--- src/rtl/muldiv_pkg.sv ---
// Shared types and constants for the iterative RV32M multiply/divide unit.
package muldiv_pkg;

    typedef enum logic [2:0] {
        OP_MUL    = 3'b000,
        OP_MULH   = 3'b001,
        OP_MULHSU = 3'b010,
        OP_MULHU  = 3'b011,
        OP_DIV    = 3'b100,
        OP_DIVU   = 3'b101,
        OP_REM    = 3'b110,
        OP_REMU   = 3'b111
    } mdu_op_e;

    typedef enum logic [1:0] {
        IDLE = 2'd0,
        CALC = 2'd1,
        FIX  = 2'd2,
        DONE = 2'd3
    } mdu_state_e;

    localparam logic [31:0] DIV0_QUOT   = 32'hFFFF_FFFF;
    localparam logic [31:0] INT_MIN     = 32'h8000_0000;
    localparam int          MDU_LATENCY = 34;

    function automatic logic op_is_div(input mdu_op_e op);
        return op[2];
    endfunction

    function automatic logic op_a_signed(input mdu_op_e op);
        return (op == OP_MULH) || (op == OP_MULHSU) || (op == OP_DIV) || (op == OP_REM);
    endfunction

    function automatic logic op_b_signed(input mdu_op_e op);
        return (op == OP_MULH) || (op == OP_DIV) || (op == OP_REM);
    endfunction

endpackage

--- src/rtl/muldiv_unit.sv ---
// Iterative RV32M multiply/divide unit with fixed 34-cycle latency and a
// one-cycle register-file write-back pulse.
module muldiv_unit
    import muldiv_pkg::*;
#(
    parameter int XLEN  = 32,
    parameter int CNT_W = $clog2(XLEN)
) (
    input  logic            clk,
    input  logic            reset,
    input  logic            start,
    input  logic [2:0]      funct3,
    input  logic [XLEN-1:0] op_a,
    input  logic [XLEN-1:0] op_b,
    input  logic [4:0]      rd_in,
    input  logic            kill,
    output logic            busy,
    output logic            done,
    output logic            wb_we,
    output logic [4:0]      wb_addr,
    output logic [XLEN-1:0] wb_data
);

    mdu_state_e      state_q, state_d;
    mdu_op_e         op_q, op_d;
    logic [4:0]      rd_q, rd_d;
    logic            a_neg_q, a_neg_d;
    logic            b_neg_q, b_neg_d;
    logic            b_zero_q, b_zero_d;
    logic [XLEN-1:0] b_q, b_d;
    logic [XLEN-1:0] hi_q, hi_d;
    logic [XLEN-1:0] lo_q, lo_d;
    logic [CNT_W-1:0] cnt_q, cnt_d;
    logic [XLEN-1:0] wb_data_q, wb_data_d;

    mdu_op_e           op_in;
    logic              a_neg_in, b_neg_in;
    logic [XLEN-1:0]   a_mag_in, b_mag_in;
    logic [XLEN:0]     mul_sum, div_shift, div_diff;
    logic [2*XLEN-1:0] prod_fix;
    logic [XLEN-1:0]   quot_fix, rem_fix, result;

    always_comb begin
        op_in    = mdu_op_e'(funct3);
        a_neg_in = op_a_signed(op_in) & op_a[XLEN-1];
        b_neg_in = op_b_signed(op_in) & op_b[XLEN-1];
        a_mag_in = a_neg_in ? (~op_a + 1'b1) : op_a;
        b_mag_in = b_neg_in ? (~op_b + 1'b1) : op_b;

        // hi:lo is the running product for multiply, remainder:quotient for divide
        mul_sum   = {1'b0, hi_q} + (lo_q[0] ? {1'b0, b_q} : '0);
        div_shift = {hi_q, lo_q[XLEN-1]};
        div_diff  = div_shift - {1'b0, b_q};

        prod_fix = (a_neg_q ^ b_neg_q) ? (~{hi_q, lo_q} + 1'b1) : {hi_q, lo_q};
        quot_fix = b_zero_q ? DIV0_QUOT :
                   ((a_neg_q ^ b_neg_q) ? (~lo_q + 1'b1) : lo_q);
        rem_fix  = a_neg_q ? (~hi_q + 1'b1) : hi_q;

        unique case (op_q)
            OP_MUL:                       result = prod_fix[XLEN-1:0];
            OP_MULH, OP_MULHSU, OP_MULHU: result = prod_fix[2*XLEN-1:XLEN];
            OP_DIV, OP_DIVU:              result = quot_fix;
            default:                      result = rem_fix;
        endcase
    end

    always_comb begin
        state_d   = state_q;
        op_d      = op_q;
        rd_d      = rd_q;
        a_neg_d   = a_neg_q;
        b_neg_d   = b_neg_q;
        b_zero_d  = b_zero_q;
        b_d       = b_q;
        hi_d      = hi_q;
        lo_d      = lo_q;
        cnt_d     = cnt_q;
        wb_data_d = wb_data_q;

        unique case (state_q)
            IDLE: begin
                if (start && !kill) begin
                    state_d  = CALC;
                    op_d     = op_in;
                    rd_d     = rd_in;
                    a_neg_d  = a_neg_in;
                    b_neg_d  = b_neg_in;
                    b_zero_d = (op_b == '0);
                    b_d      = b_mag_in;
                    hi_d     = '0;
                    lo_d     = a_mag_in;
                    cnt_d    = '0;
                end
            end
            CALC: begin
                if (kill) begin
                    state_d = IDLE;
                end else begin
                    if (op_is_div(op_q)) begin
                        if (!div_diff[XLEN]) begin
                            hi_d = div_diff[XLEN-1:0];
                            lo_d = {lo_q[XLEN-2:0], 1'b1};
                        end else begin
                            hi_d = div_shift[XLEN-1:0];
                            lo_d = {lo_q[XLEN-2:0], 1'b0};
                        end
                    end else begin
                        hi_d = mul_sum[XLEN:1];
                        lo_d = {mul_sum[0], lo_q[XLEN-1:1]};
                    end
                    cnt_d = cnt_q + 1'b1;
                    if (cnt_q == CNT_W'(XLEN - 1)) begin
                        state_d = FIX;
                    end
                end
            end
            FIX: begin
                if (kill) begin
                    state_d = IDLE;
                end else begin
                    state_d   = DONE;
                    wb_data_d = result;
                end
            end
            DONE: begin
                state_d = IDLE;
            end
            default: begin
                state_d = IDLE;
            end
        endcase
    end

    always_ff @(posedge clk or posedge reset) begin
        if (reset) begin
            state_q   <= IDLE;
            op_q      <= OP_MUL;
            rd_q      <= '0;
            a_neg_q   <= 1'b0;
            b_neg_q   <= 1'b0;
            b_zero_q  <= 1'b0;
            b_q       <= '0;
            hi_q      <= '0;
            lo_q      <= '0;
            cnt_q     <= '0;
            wb_data_q <= '0;
        end else begin
            state_q   <= state_d;
            op_q      <= op_d;
            rd_q      <= rd_d;
            a_neg_q   <= a_neg_d;
            b_neg_q   <= b_neg_d;
            b_zero_q  <= b_zero_d;
            b_q       <= b_d;
            hi_q      <= hi_d;
            lo_q      <= lo_d;
            cnt_q     <= cnt_d;
            wb_data_q <= wb_data_d;
        end
    end

    assign busy    = (state_q != IDLE);
    assign done    = (state_q == DONE);
    assign wb_we   = done && (rd_q != 5'd0);
    assign wb_addr = rd_q;
    assign wb_data = wb_data_q;

endmodule

--- config.mk ---
export PLATFORM = sky130hd
export DESIGN_NAME = muldiv_unit
export DESIGN_NICKNAME = d
export VERILOG_FILES = /design/src/rtl/muldiv_pkg.sv /design/src/rtl/muldiv_unit.sv
export SDC_FILE = /design/constraint.sdc
export NUM_CORES = 1
export LEC_CHECK = 0
export CORE_MARGIN = 2
export CORE_UTILIZATION = 65
export DETAILED_ROUTE_END_ITERATION = 12
export GPL_ROUTABILITY_DRIVEN = 1
export PLACE_DENSITY = 0.92
export SLEW_MARGIN = 25
export SYNTH_ARGS = -nofsm -noshare
export SYNTH_HDL_FRONTEND = slang
export SYNTH_SLANG_ARGS = --single-unit
--- constraint.sdc ---
create_clock -name clk -period 10.73 [get_ports clk]
set_input_delay 3.219 -clock clk [delete_from_list [all_inputs] [get_ports clk]]
set_output_delay 3.219 -clock clk [all_outputs]
set_load 0.02 [all_outputs]
==> run_results.csv <==
group,metric,value,unit
status,outcome,"complete, no violations",
power_and_ir_drop,ir_drop,0.138,mV
synth,ys_top_cells_by_area,"dfrtp_1, o21ai_0, ha_1",
route,vias,14600,
hold_path,hp-class,"flip-flop to flip-flop",
power_and_ir_drop,p_leak,0.00676,µW
critical_path,crit_chain,"clkdlybuf4s50_1 > or4_1 > or3_1 > or3_1 > o41ai_1 > o21ai_0 > nor2_1 > xnor2_1 > a21oi_1 > a21oi_1",
sta,finalHoldViolCount,0,
layout,fin_nets,2041,
synth,async_flop_share,100,%
floorplanning,die-area,0.0228,mm²
floorplanning,start_util,66.5,%
critical_path,critPathMaxStageDelay,740,ps
sta,finalCritPeriodShare,58.9,%
synth,synth_fp_nets,2013,
synth,ys_seq_elements,146,
sta,fmax,0.158,GHz
route,drtAntennaViolNets,0,
clocking,cts_root_buffer,"clkbuf_16",
layout,stdcell_area,0.0158,mm²
global_route,grt_pass1_vias,13800,
route,drtIter0Drc,1653,
clocking,cts_buffer_depth,2,
clocking,ctsHoldBuffers,0,
placement,routabilityCongestion,0.974,
critical_path,required,11100,ps
layout,antennaDiodeCount,0,
sta,slew_viol_final,0,
critical_path,r2r_slack,5870,ps
layout,final_common_cell,"nand2_1",
power_and_ir_drop,powerDensity,256,mW/mm²
critical_path,crit_slowest_cell,"o41ai_1",
sta,max_slew_margin,29.7,%
route,drc,0,
synth,synth_edf_count,0,
clocking,clk_pin_slew,70,ps
critical_path,crit_path_start_kind,"input pin",
synth,synth_top_flop_cell,"dfrtp_1",
placement,post-place-ws,4010,ps
critical_path,r2r_start,"lo_q[31]",
sta,rsz0062_at_grt,"false",
layout,syn2layout_area_growth,12.4,%
sta,skew,12.1,ps
clocking,clock-sinks,146,
synth,ys_seq_area_share,26.0,%
layout,final_cells,2181,
placement,hpwl,31400,µm
hold_path,hp-start,"b_q[12]",
route,dr.pass1.iters,6,
global_route,grt_max_degree,88,
synth,synthDistinctLibCells,78,
route,viasPerCell,6.68,
synth,synthCells,1865,
synth,synth_warnings,0,
clocking,insertion_delay,450,ps
synth,synth_top_cell_by_area,"dfrtp_1",
sta,max_slew.worst_pin.slew,1050,ps
run,maxCapViolCount,0,
layout,final_cell_mix,"nand2_1, o21ai_0, nor2_1, a21oi_1, dfrtp_1",
critical_path,crit_start,"op_a[12]",
critical_path,crit_path_end_kind,"flip-flop",
synth,avgSynthCellArea,7.55,µm²
power_and_ir_drop,total_power,4050,µW
critical_path,crit_arrival,6690,ps
sta,setup_viol,0,
floorplanning,coreArea,0.0212,mm²
floorplanning,fp-row-count,53,
placement,io_buffers,115,
route,wire_per_inst,19.6,µm
sta,min_period,6320,ps
clocking,cts.htree.levels,4,
global_route,gr-total-overflow,0,
synth,synth_top_area_share,26.0,%
floorplanning,ios,116,
critical_path,worstSetupPathType,"input pin to flip-flop",
floorplanning,die_w,151,µm
clocking,ctsResizeCount,0,
global_route,antenna_found_initial,1,
layout,drive_gt1_share,4.09,%
clocking,cts_tree,"built",
synth,synth.cell_area,0.0141,mm²
placement,post_dp_cell_area,0.0153,mm²
clocking,cts_buffers,17,
global_route,grt_pass1_wl,69100,µm
floorplanning,die_h,151,µm
clocking,post_cts_buffers,0,
critical_path,crit_fanout,4,
placement,dp_cells,2149,
sta,setup_ws,4410,ps
sta,fin_tns_setup,0,ps
global_route,track_usage,37.9,%
route,wl,42700,µm
## worst max-delay path: cells and delay by family
kind | cells | cell delay, ps
XOR/XNOR | 1 | 140
AO/OA/AOI/OAI | 4 | 1290
AND/OR/NAND/NOR | 4 | 1580
buffers and inverters | 1 | 450
## report_power, final
part,internal [µW],total [µW],switching (µW)
logic,992,2490,1490
clock network,309,587,278
registers,681,976,294
## logic make-up after synthesis
group,after synthesis,synth area share (%)
AO/OA/AOI/OAI,596,26.3
XOR/XNOR,185,11.5
adder cells (fa/ha/maj),72,6.51
buffers and inverters,191,5.24
flip-flops,146,26.0
multiplexers,56,4.00
AND/OR/NAND/NOR,619,20.5
## per-layer routing
layer | wire (µm) | global-route usage [%] | vias to the layer above | share of wire (%)
met5 | 10 | 0 | - | 0.023
met4 | 1660 | 16.9 | 2 | 3.9
met3 | 4040 | 6.66 | 135 | 9.5
met2 | 19500 | 59.6 | 806 | 46
met1 | 17500 | 51.2 | 6864 | 41
li1 | - | - | 6753 | -
## path summary, 6_finish.rpt
| check | cells past startpoint | end |
|---|---|---|
| setup reg to reg | 13 | hi_q[28] |
| hold / removal | 2 | b_q[12] |
| hold reg to reg | 2 | b_q[12] |
| min in group asynchronous | 2 | b_q[6] |
| setup / recovery | 10 | lo_q[30] |
| max in group asynchronous | 3 | op_q[2] |
## Yosys cell counts (10+ instances only)
master / n
a31oi_1: 22
a21o_1: 29
o211ai_1: 11
o21ai_0: 215
a21oi_1: 145
xor2_1: 86
a22oi_1: 17
nor2_1: 170
ha_1: 70
nor4_1: 16
nor3_1: 47
nand2b_1: 23
or3_1: 25
o41ai_1: 17
nand3_1: 25
inv_1: 67
dfrtp_1: 146
nand2_1: 224
or4_1: 11
mux2i_1: 54
clkbuf_1: 111
and3_1: 15
nor2b_1: 15
a211oi_1: 10
o31ai_1: 23
xnor2_1: 99
o221ai_1: 17
## per-stage QoR
stage / hold slack, ps / utilization [%]
2_1_floorplan: 444 / -
3_3_place_gp: 463 / 72.1
3_5_place_dp: 473 / 72.1
4_1_cts: 487 / 74.8
5_1_grt: 510 / 74.8
6_report: 482 / 74.8
## area by class of cell
type	count	area, µm²
Clock buffer	18	439
Clock inverter	14	123
Fill cell	1633	5340
Inverter	68	260
Multi-Input combinational cell	1528	9720
Sequential cell	146	3650
Tap cell	275	344
Timing Repair Buffer	132	1280
## registers in the layout, indices dropped and copies added (netlist names)
name	cells
wb_data	32
b_neg_q	1
b_zero_q	1
state_q	2
cnt_q	5
lo_q	32
b_q	32
op_q	3
wb_addr	5
hi_q	32
a_neg_q	1
No activity file was read; power rests on OpenSTA's default activity.
